--- src/rtl/tlb_pkg.sv ---
// tlb_pkg: shared definitions for the TLB maintenance engine.
//   - operation codes and INVTLB op codes
//   - TLB entry layout (89 bits, MSB first) as a packed struct plus bit offsets
//   - CSR field positions used by TLBSRCH/TLBRD/TLBWR/TLBFILL
//   - engine state encoding and an ELO packing helper
package tlb_pkg;

   typedef enum logic [2:0] {
      OpSrch = 3'd0,
      OpRd   = 3'd1,
      OpWr   = 3'd2,
      OpFill = 3'd3,
      OpInv  = 3'd4
   } op_code_e;

   localparam logic [4:0] INV_ALL0       = 5'd0;
   localparam logic [4:0] INV_ALL1       = 5'd1;
   localparam logic [4:0] INV_G          = 5'd2;
   localparam logic [4:0] INV_NG         = 5'd3;
   localparam logic [4:0] INV_NG_ASID    = 5'd4;
   localparam logic [4:0] INV_NG_ASID_VA = 5'd5;
   localparam logic [4:0] INV_G_ASID_VA  = 5'd6;
   localparam logic [4:0] INV_OP_MAX     = 5'd6;

   localparam int unsigned ENTRY_W = 89;

   // Bit offsets inside the packed entry.
   localparam int unsigned ENT_E_BIT     = 88;
   localparam int unsigned ENT_VPPN_LSB  = 69;
   localparam int unsigned ENT_PS_LSB    = 63;
   localparam int unsigned ENT_ASID_LSB  = 53;
   localparam int unsigned ENT_G_BIT     = 52;
   localparam int unsigned ENT_PPN0_LSB  = 32;
   localparam int unsigned ENT_PLV0_LSB  = 30;
   localparam int unsigned ENT_MAT0_LSB  = 28;
   localparam int unsigned ENT_D0_BIT    = 27;
   localparam int unsigned ENT_V0_BIT    = 26;
   localparam int unsigned ENT_PPN1_LSB  = 6;
   localparam int unsigned ENT_PLV1_LSB  = 4;
   localparam int unsigned ENT_MAT1_LSB  = 2;
   localparam int unsigned ENT_D1_BIT    = 1;
   localparam int unsigned ENT_V1_BIT    = 0;

   typedef struct packed {
      logic        e;
      logic [18:0] vppn;
      logic [5:0]  ps;
      logic [9:0]  asid;
      logic        g;
      logic [19:0] ppn0;
      logic [1:0]  plv0;
      logic [1:0]  mat0;
      logic        d0;
      logic        v0;
      logic [19:0] ppn1;
      logic [1:0]  plv1;
      logic [1:0]  mat1;
      logic        d1;
      logic        v1;
   } tlb_entry_t;

   // CSR field positions.
   localparam int unsigned TLBIDX_NE       = 31;
   localparam int unsigned TLBIDX_PS_LSB   = 24;
   localparam int unsigned TLBEHI_VPPN_LSB = 13;
   localparam int unsigned ELO_V           = 0;
   localparam int unsigned ELO_D           = 1;
   localparam int unsigned ELO_PLV_LSB     = 2;
   localparam int unsigned ELO_MAT_LSB     = 4;
   localparam int unsigned ELO_G           = 6;
   localparam int unsigned ELO_PPN_LSB     = 8;

   localparam logic [5:0] ECODE_TLBR = 6'h3F;

   typedef enum logic [1:0] {
      StIdle = 2'd0,
      StExec = 2'd1,
      StWalk = 2'd2
   } state_e;

   function automatic logic [31:0] elo_pack(input logic [19:0] ppn, input logic g,
                                            input logic [1:0] mat, input logic [1:0] plv,
                                            input logic d, input logic v);
      return {4'b0, ppn, 1'b0, g, mat, plv, d, v};
   endfunction

endpackage

--- src/rtl/tlb_inv_match.sv ---
// tlb_inv_match: combinational INVTLB match predicate.
// Ports:
//   entry    in  89  TLB entry under test
//   inv_op   in  5   INVTLB op field
//   inv_asid in  10  ASID operand
//   inv_va   in  32  VA operand
//   match    out 1   entry is valid and selected by inv_op (0 for op > 6)
module tlb_inv_match
   import tlb_pkg::*;
(
   input  logic [ENTRY_W-1:0] entry,
   input  logic [4:0]         inv_op,
   input  logic [9:0]         inv_asid,
   input  logic [31:0]        inv_va,
   output logic               match
);

   tlb_entry_t ent;
   logic       asid_hit;
   logic       va_hit;
   logic       sel;
   logic       unused_va;

   assign ent       = entry;
   assign unused_va = ^inv_va[12:0];

   always_comb begin
      asid_hit = (ent.asid == inv_asid);
      // 4 MB pages (ps=21) only compare the upper 10 bits of VPPN.
      if (ent.ps == 6'd21) begin
         va_hit = (ent.vppn[18:9] == inv_va[31:22]);
      end else begin
         va_hit = (ent.vppn == inv_va[31:13]);
      end

      sel = 1'b0;
      case (inv_op)
         INV_ALL0, INV_ALL1: sel = 1'b1;
         INV_G:              sel = ent.g;
         INV_NG:             sel = ~ent.g;
         INV_NG_ASID:        sel = ~ent.g & asid_hit;
         INV_NG_ASID_VA:     sel = ~ent.g & asid_hit & va_hit;
         INV_G_ASID_VA:      sel = (ent.g | asid_hit) & va_hit;
         default:            sel = 1'b0;
      endcase

      match = ent.e & sel;
   end

endmodule

--- src/rtl/tlb_ctrl.sv ---
// tlb_ctrl: multi-cycle TLB maintenance engine (TLBSRCH, TLBRD, TLBWR, TLBFILL, INVTLB).
// Ports:
//   clk, rst                 clock, synchronous active-high reset
//   op_valid/op_ready        request handshake from WB; op_code, inv_op, inv_asid, inv_va
//   op_done/op_err/tlb_flush completion pulse, INE for INVTLB op > 6, pipeline refetch
//   csr_*                    current TLBIDX/TLBEHI/TLBELO0/TLBELO1/ASID, ESTAT.Ecode
//   we/w_index/w_entry       TLB write port
//   r_index/r_entry          combinational TLB read port
//   s_vppn/s_va_bit12/s_asid search request; s_found/s_index search result
//   rd_we/srch_we            CSR write strobes; *_wdata CSR write values
// Build option: define TLB_FILL_LFSR_EN to pick the TLBFILL index from a free-running
// 16-bit LFSR instead of the round-robin fill pointer.
module tlb_ctrl
   import tlb_pkg::*;
#(
   parameter int unsigned TLBNUM = 16,
   parameter int unsigned IDXW   = $clog2(TLBNUM)
) (
   input  logic               clk,
   input  logic               rst,
   input  logic               op_valid,
   output logic               op_ready,
   input  logic [2:0]         op_code,
   input  logic [4:0]         inv_op,
   input  logic [9:0]         inv_asid,
   input  logic [31:0]        inv_va,
   output logic               op_done,
   output logic               op_err,
   output logic               tlb_flush,
   input  logic [31:0]        csr_tlbidx,
   input  logic [31:0]        csr_tlbehi,
   input  logic [31:0]        csr_tlbelo0,
   input  logic [31:0]        csr_tlbelo1,
   input  logic [31:0]        csr_asid,
   input  logic [5:0]         csr_estat_ecode,
   output logic               we,
   output logic [IDXW-1:0]    w_index,
   output logic [ENTRY_W-1:0] w_entry,
   output logic [IDXW-1:0]    r_index,
   input  logic [ENTRY_W-1:0] r_entry,
   output logic [18:0]        s_vppn,
   output logic               s_va_bit12,
   output logic [9:0]         s_asid,
   input  logic               s_found,
   input  logic [IDXW-1:0]    s_index,
   output logic               rd_we,
   output logic               srch_we,
   output logic [31:0]        tlbidx_wdata,
   output logic [31:0]        tlbehi_wdata,
   output logic [31:0]        tlbelo0_wdata,
   output logic [31:0]        tlbelo1_wdata,
   output logic [31:0]        asid_wdata
);

   state_e          state_q, state_d;
   logic [2:0]      op_q;
   logic [4:0]      inv_op_q;
   logic [9:0]      inv_asid_q;
   logic [31:0]     inv_va_q;
   logic [IDXW-1:0] walk_q;
   logic [IDXW-1:0] fill_idx;
   logic            walk_last;
   logic            inv_hit;
   tlb_entry_t      rd_ent;
   tlb_entry_t      wr_ent;
   tlb_entry_t      clr_ent;
   logic            unused_csr;

   assign unused_csr = ^{csr_tlbehi[11:0], csr_tlbelo0[31:28], csr_tlbelo0[7],
                         csr_tlbelo1[31:28], csr_tlbelo1[7]};

   assign rd_ent    = r_entry;
   assign walk_last = (walk_q == IDXW'(TLBNUM - 1));

   tlb_inv_match u_inv_match (
      .entry    (r_entry),
      .inv_op   (inv_op_q),
      .inv_asid (inv_asid_q),
      .inv_va   (inv_va_q),
      .match    (inv_hit)
   );

   // Entry image for TLBWR/TLBFILL and the invalidated copy written back during the walk.
   always_comb begin
      // TLB refill handler always writes a valid entry regardless of NE.
      wr_ent.e    = (csr_estat_ecode == ECODE_TLBR) ? 1'b1 : ~csr_tlbidx[TLBIDX_NE];
      wr_ent.vppn = csr_tlbehi[31:TLBEHI_VPPN_LSB];
      wr_ent.ps   = csr_tlbidx[TLBIDX_PS_LSB +: 6];
      wr_ent.asid = csr_asid[9:0];
      wr_ent.g    = csr_tlbelo0[ELO_G] & csr_tlbelo1[ELO_G];
      wr_ent.ppn0 = csr_tlbelo0[ELO_PPN_LSB +: 20];
      wr_ent.plv0 = csr_tlbelo0[ELO_PLV_LSB +: 2];
      wr_ent.mat0 = csr_tlbelo0[ELO_MAT_LSB +: 2];
      wr_ent.d0   = csr_tlbelo0[ELO_D];
      wr_ent.v0   = csr_tlbelo0[ELO_V];
      wr_ent.ppn1 = csr_tlbelo1[ELO_PPN_LSB +: 20];
      wr_ent.plv1 = csr_tlbelo1[ELO_PLV_LSB +: 2];
      wr_ent.mat1 = csr_tlbelo1[ELO_MAT_LSB +: 2];
      wr_ent.d1   = csr_tlbelo1[ELO_D];
      wr_ent.v1   = csr_tlbelo1[ELO_V];

      clr_ent   = rd_ent;
      clr_ent.e = 1'b0;
   end

`ifdef TLB_FILL_LFSR_EN
   logic [15:0] lfsr_q;

   // Fibonacci LFSR, taps 16/14/13/11.
   always_ff @(posedge clk) begin
      if (rst) begin
         lfsr_q <= 16'hACE1;
      end else begin
         lfsr_q <= {lfsr_q[14:0], lfsr_q[15] ^ lfsr_q[13] ^ lfsr_q[12] ^ lfsr_q[10]};
      end
   end

   assign fill_idx = lfsr_q[IDXW-1:0];
`else
   logic [IDXW-1:0] fill_q;

   always_ff @(posedge clk) begin
      if (rst) begin
         fill_q <= '0;
      end else if (state_q == StExec && op_q == OpFill) begin
         fill_q <= fill_q + 1'b1;
      end
   end

   assign fill_idx = fill_q;
`endif

   always_ff @(posedge clk) begin
      if (rst) begin
         state_q    <= StIdle;
         op_q       <= '0;
         inv_op_q   <= '0;
         inv_asid_q <= '0;
         inv_va_q   <= '0;
         walk_q     <= '0;
      end else begin
         state_q <= state_d;
         if (state_q == StIdle && op_valid) begin
            op_q       <= op_code;
            inv_op_q   <= inv_op;
            inv_asid_q <= inv_asid;
            inv_va_q   <= inv_va;
         end
         if (state_q == StWalk) begin
            walk_q <= walk_last ? '0 : walk_q + 1'b1;
         end
      end
   end

   always_comb begin
      state_d       = state_q;
      op_ready      = 1'b0;
      op_done       = 1'b0;
      op_err        = 1'b0;
      tlb_flush     = 1'b0;
      we            = 1'b0;
      w_index       = '0;
      w_entry       = '0;
      r_index       = '0;
      s_vppn        = '0;
      s_va_bit12    = 1'b0;
      s_asid        = '0;
      rd_we         = 1'b0;
      srch_we       = 1'b0;
      tlbidx_wdata  = '0;
      tlbehi_wdata  = '0;
      tlbelo0_wdata = '0;
      tlbelo1_wdata = '0;
      asid_wdata    = '0;

      // Reset wins combinationally so an aborted walk issues no write on the reset edge.
      if (rst) begin
         op_ready = 1'b1;
         state_d  = StIdle;
      end else begin
         case (state_q)
            StIdle: begin
               op_ready = 1'b1;
               if (op_valid) begin
                  if (op_code == OpInv && inv_op <= INV_OP_MAX) begin
                     state_d = StWalk;
                  end else begin
                     state_d = StExec;
                  end
               end
            end

            StExec: begin
               op_done = 1'b1;
               state_d = StIdle;
               case (op_q)
                  OpSrch: begin
                     s_vppn     = csr_tlbehi[31:TLBEHI_VPPN_LSB];
                     s_va_bit12 = csr_tlbehi[12];
                     s_asid     = csr_asid[9:0];
                     srch_we    = 1'b1;
                     if (s_found) begin
                        tlbidx_wdata = {1'b0, csr_tlbidx[30:IDXW], s_index};
                     end else begin
                        tlbidx_wdata = {1'b1, csr_tlbidx[30:0]};
                     end
                  end
                  OpRd: begin
                     r_index = csr_tlbidx[IDXW-1:0];
                     rd_we   = 1'b1;
                     if (rd_ent.e) begin
                        tlbidx_wdata  = {1'b0, csr_tlbidx[30], rd_ent.ps, csr_tlbidx[23:0]};
                        tlbehi_wdata  = {rd_ent.vppn, 13'b0};
                        tlbelo0_wdata = elo_pack(rd_ent.ppn0, rd_ent.g, rd_ent.mat0,
                                                 rd_ent.plv0, rd_ent.d0, rd_ent.v0);
                        tlbelo1_wdata = elo_pack(rd_ent.ppn1, rd_ent.g, rd_ent.mat1,
                                                 rd_ent.plv1, rd_ent.d1, rd_ent.v1);
                        asid_wdata    = {csr_asid[31:10], rd_ent.asid};
                     end else begin
                        tlbidx_wdata = 32'h8000_0000;
                     end
                  end
                  OpWr: begin
                     we        = 1'b1;
                     w_index   = csr_tlbidx[IDXW-1:0];
                     w_entry   = wr_ent;
                     tlb_flush = 1'b1;
                  end
                  OpFill: begin
                     we        = 1'b1;
                     w_index   = fill_idx;
                     w_entry   = wr_ent;
                     tlb_flush = 1'b1;
                  end
                  OpInv: begin
                     // Only INVTLB with an undefined op reaches EXEC.
                     op_err = 1'b1;
                  end
                  default: ;
               endcase
            end

            StWalk: begin
               r_index = walk_q;
               we      = inv_hit;
               w_index = walk_q;
               w_entry = clr_ent;
               if (walk_last) begin
                  op_done   = 1'b1;
                  tlb_flush = 1'b1;
                  state_d   = StIdle;
               end
            end

            default: state_d = StIdle;
         endcase
      end
   end

endmodule

--- config.mk ---
export PLATFORM = sky130hd
export DESIGN_NAME = tlb_ctrl
export DESIGN_NICKNAME = d
export VERILOG_FILES = /design/src/rtl/tlb_pkg.sv /design/src/rtl/tlb_inv_match.sv /design/src/rtl/tlb_ctrl.sv
export SDC_FILE = /design/constraint.sdc
export NUM_CORES = 1
export LEC_CHECK = 0
export BUFFER_PORTS_ARGS = -buffer_cell sky130_fd_sc_hd__buf_2
export CAP_MARGIN = 20
export CORE_AREA = 8 8 229 231
export CTS_CLUSTER_DIAMETER = 80
export DETAILED_ROUTE_END_ITERATION = 12
export DIE_AREA = 0 0 237 239
export MAX_ROUTING_LAYER = met4
export PLACE_DENSITY = 0.45
export REMOVE_ABC_BUFFERS = 1
export SLEW_MARGIN = 20
export SYNTH_ARGS = -nofsm -noshare
export SYNTH_HDL_FRONTEND = slang
export SYNTH_SLANG_ARGS = --single-unit
--- constraint.sdc ---
create_clock -name clk -period 5.35 [get_ports clk]
set_input_delay 1.07 -clock clk [delete_from_list [all_inputs] [get_ports clk]]
set_output_delay 1.07 -clock clk [all_outputs]
set_load 0.01 [all_outputs]
==> results.json <==
{
  "power.total_mw": 1.05,
  "placement.setup.worst_slack_ns": 1.11,
  "core_region_area_mm2": 0.0485,
  "setup.worst_path.end": "tlbehi_wdata[21]",
  "fp.dieH_um": 239,
  "numPortBuffers": 548,
  "critical_path_peak_fanout": 37,
  "p_leak_nw": 4.48,
  "number_of_global_route_vias_before_repair": 6708,
  "post-route-drc-count": 0,
  "syn-cell-area_mm2": 0.00474,
  "ys_async_sr_fraction_pct": 0,
  "path_class": "input pin to output port",
  "die_w_um": 237,
  "skew_ns": 0.00442,
  "via_count": 6870,
  "max_clock_freq_ghz": 0.238,
  "cts_tree": "built",
  "layout_setup_ws_ns": 1.15,
  "yosysTopAreaCellShare_pct": 20.7,
  "crit_buf_inv": 4,
  "count_of_buffers_added_by_post_cts_timing_repair_for_setup": 0,
  "viasPerCell": 3.81,
  "rr_startpoint": "state_q[1]",
  "grt.total_usage_pct": 14.0,
  "overflow_left_after_global_routing": 0,
  "slew_viol_final": 0,
  "clk_path_buf_depth": 2,
  "path_common_cell": "buf_2",
  "net_count_reported_at_finish": 1487,
  "period_needed_ns": 4.20,
  "grt_pass1_wl_mm": 55.4,
  "clkSinkCount": 47,
  "die_area_mm2": 0.0566,
  "post_synth.cell_area_avg_um2": 7.17,
  "grt_max_degree": 91,
  "synth_largest_area_cell": "and2_1",
  "synth_seq_cells": 47,
  "final_min_period_over_clock_period_pct": 78.5,
  "hold_fails_final_rpt": 0,
  "gp_congestion": 0.975,
  "drv.max_cap_violation_count": 0,
  "ff2ff_path_depth": 5,
  "crit_family": "simple AND/OR/NAND/NOR gates",
  "cts.htree.levels": 2,
  "synth.lib_cells_used.distinct": 41,
  "cts.hold.buffers_added": 0,
  "tightest_slew_ns": 0.957,
  "endpoint_kind": "output port",
  "cp_num_cells": 7,
  "drt.antenna.violating_nets": 0,
  "worst-endpoint-required_ns": 4.28,
  "ctsResizeCount": 0,
  "clkLatencyLatePin_ns": 0.30,
  "hold_path.class": "flip-flop to flip-flop",
  "timing.critical_path.from_type": "input pin",
  "worst_slew_margin_rel_pct": 36.0,
  "timing.critical_path.slowest_stage_cell": "nor4b_4",
  "register_to_register_setup_slack_ns": 3.56,
  "tritoncts.num_buffers": 5,
  "power.density_cell_area_mw_per_mm2": 128,
  "initial_core_util_pct": 9.77,
  "count_leader_synth": "and2_1",
  "area_delta_synth_final_pct": 73.2,
  "dpl.hpwl_mm": 35.6,
  "cts-root-buf": "clkbuf_16",
  "hp-start": "inv_asid_q[2]",
  "ys_top_cells_by_count": "and2_1 (157), nand2_1 (95), a22o_1 (88)",
  "routed_length_per_placed_instance_um": 23.1,
  "setup_viol_count_final": 0,
  "crit-reg2reg-capture": "inv_va_q[21]",
  "crit_path_max_incr_delay_ns": 0.61,
  "power.ir.vdd_worst_mv": 0.111,
  "worstSetupStartpoint": "r_entry[88]",
  "grt_antenna_before_repair": 16,
  "cp_data_arrival_time_ns": 3.13,
  "crit_path_cell_trace": "buf_2 > inv_1 > nor4b_4 > and2b_4 > buf_4 > and2_1 > buf_2",
  "finalWirelength_mm": 41.6,
  "cts.clk_slew.worst_paths_ns": 0.07,
  "synth_enable_flop_cells": 0,
  "unrepaired_setup_endpoints_after_global_routing": "no",
  "floorplan.io_pins": 607,
  "detail_route.first_pass.iterations": 6,
  "first_iter_violations": 362,
  "status": "finished clean",
  "biggest_area_contributors_in_the_synthesized_netlist": "and2_1 (21%), dfxtp_1 (20%), a22o_1 (16%)",
  "yosys_warnings": 0,
  "final_layout_size_suffix_gt1_share_pct": 49.7,
  "fp-row-count": 81,
  "synth_ff_type": "dfxtp_1",
  "postSynthCellCount": 661,
  "sequential_share_of_the_synthesized_area_pct": 19.8
}
[worst min path at each step]
stage / slack [ns] / depth (start not counted) / endpoint
after CTS: 0.47 / 2 / inv_va_q[30]
after global routing: 0.49 / 2 / inv_va_q[22]
after detailed placement: 0.46 / 2 / inv_va_q[30]
after floorplan: 0.44 / 2 / inv_asid_q[0]
after global placement: 0.46 / 2 / inv_asid_q[6]
final: 0.47 / 2 / inv_asid_q[2]
[per-layer routing]
| layer | GRT usage [%] | part of all wire (%) |
|---|---|---|
| met1 | 15.7 | 39 |
| met2 | 24.1 | 51 |
| met3 | 4.07 | 7.7 |
| met4 | 3.54 | 2.3 |
| met5 | - | 0 |
[final cells by class]
class	count	area [um2]
multi-input combinational	551	3450
timing repair buffer	557	2840
sequential	47	941
antenna	12	30.0
clock inverter	3	27.5
clock buffer	5	125
inverter	7	26.3
tap	622	778
fill	5605	40300
[layout by cell type, fill, tap and decap left out, types with 7 or more instances in the layout]
cell type	instances
a21oi_1	55
a22o_1	88
and2_1	156
buf_2	548
buf_4	7
conb_1	23
dfxtp_1	47
diode_2	12
inv_1	7
nand2_1	94
nand3_1	10
nor2_1	26
xnor2_1	9
xor2_1	24
[registers in the layout (all words and copies together) (netlist names)]
name / count
state_q: 2
fill_idx: 4
inv_va_q: 19
walk_q: 4
op_q: 3
inv_asid_q: 10
inv_op_q: 5
[logic make-up after synthesis]
kind of cell | count (synthesis) | synth area share, %
buffers and inverters | 85 | 9.71
XOR/XNOR | 33 | 6.10
other | 1 | 0.0791
flip-flops | 47 | 19.8
AO/OA/AOI/OAI | 164 | 25.4
multiplexers | 5 | 1.16
adder cells (fa/ha/maj) | 5 | 1.32
AND/OR/NAND/NOR | 321 | 36.4
[through the flow]
step / hold WS [ns] / cell area, um2 / utilization, % / cells / TNS (ns)
floorplan: 0.442 / 4390 / - / 605 / -28.72
global placement: 0.456 / 8030 / 16.5 / 1784 / 0
detailed placement: 0.460 / 8030 / 16.5 / 1784 / 0
CTS: 0.471 / 8180 / 16.9 / 1792 / 0
global route: 0.489 / 8200 / 16.9 / 1801 / 0
finish: 0.469 / 8210 / 16.9 / 1804 / 0
[worst register-to-register path: cells and delay by family (launching register included)]
kind | cells | cell delay, ns
adders and majority gates | 1 | 0.22
and+or+nand+nor | 2 | 0.92
buffers and inverters | 1 | 0.08
AOI/OAI and AO/OA | 1 | 0.16
DFF | 1 | 0.34
[power breakdown]
part | switching (mW) | internal [mW]
clock | 0.173 | 0.179
sequential | 0.0166 | 0.368
combinational | 0.180 | 0.137
No activity file was read; power rests on OpenSTA's default activity.
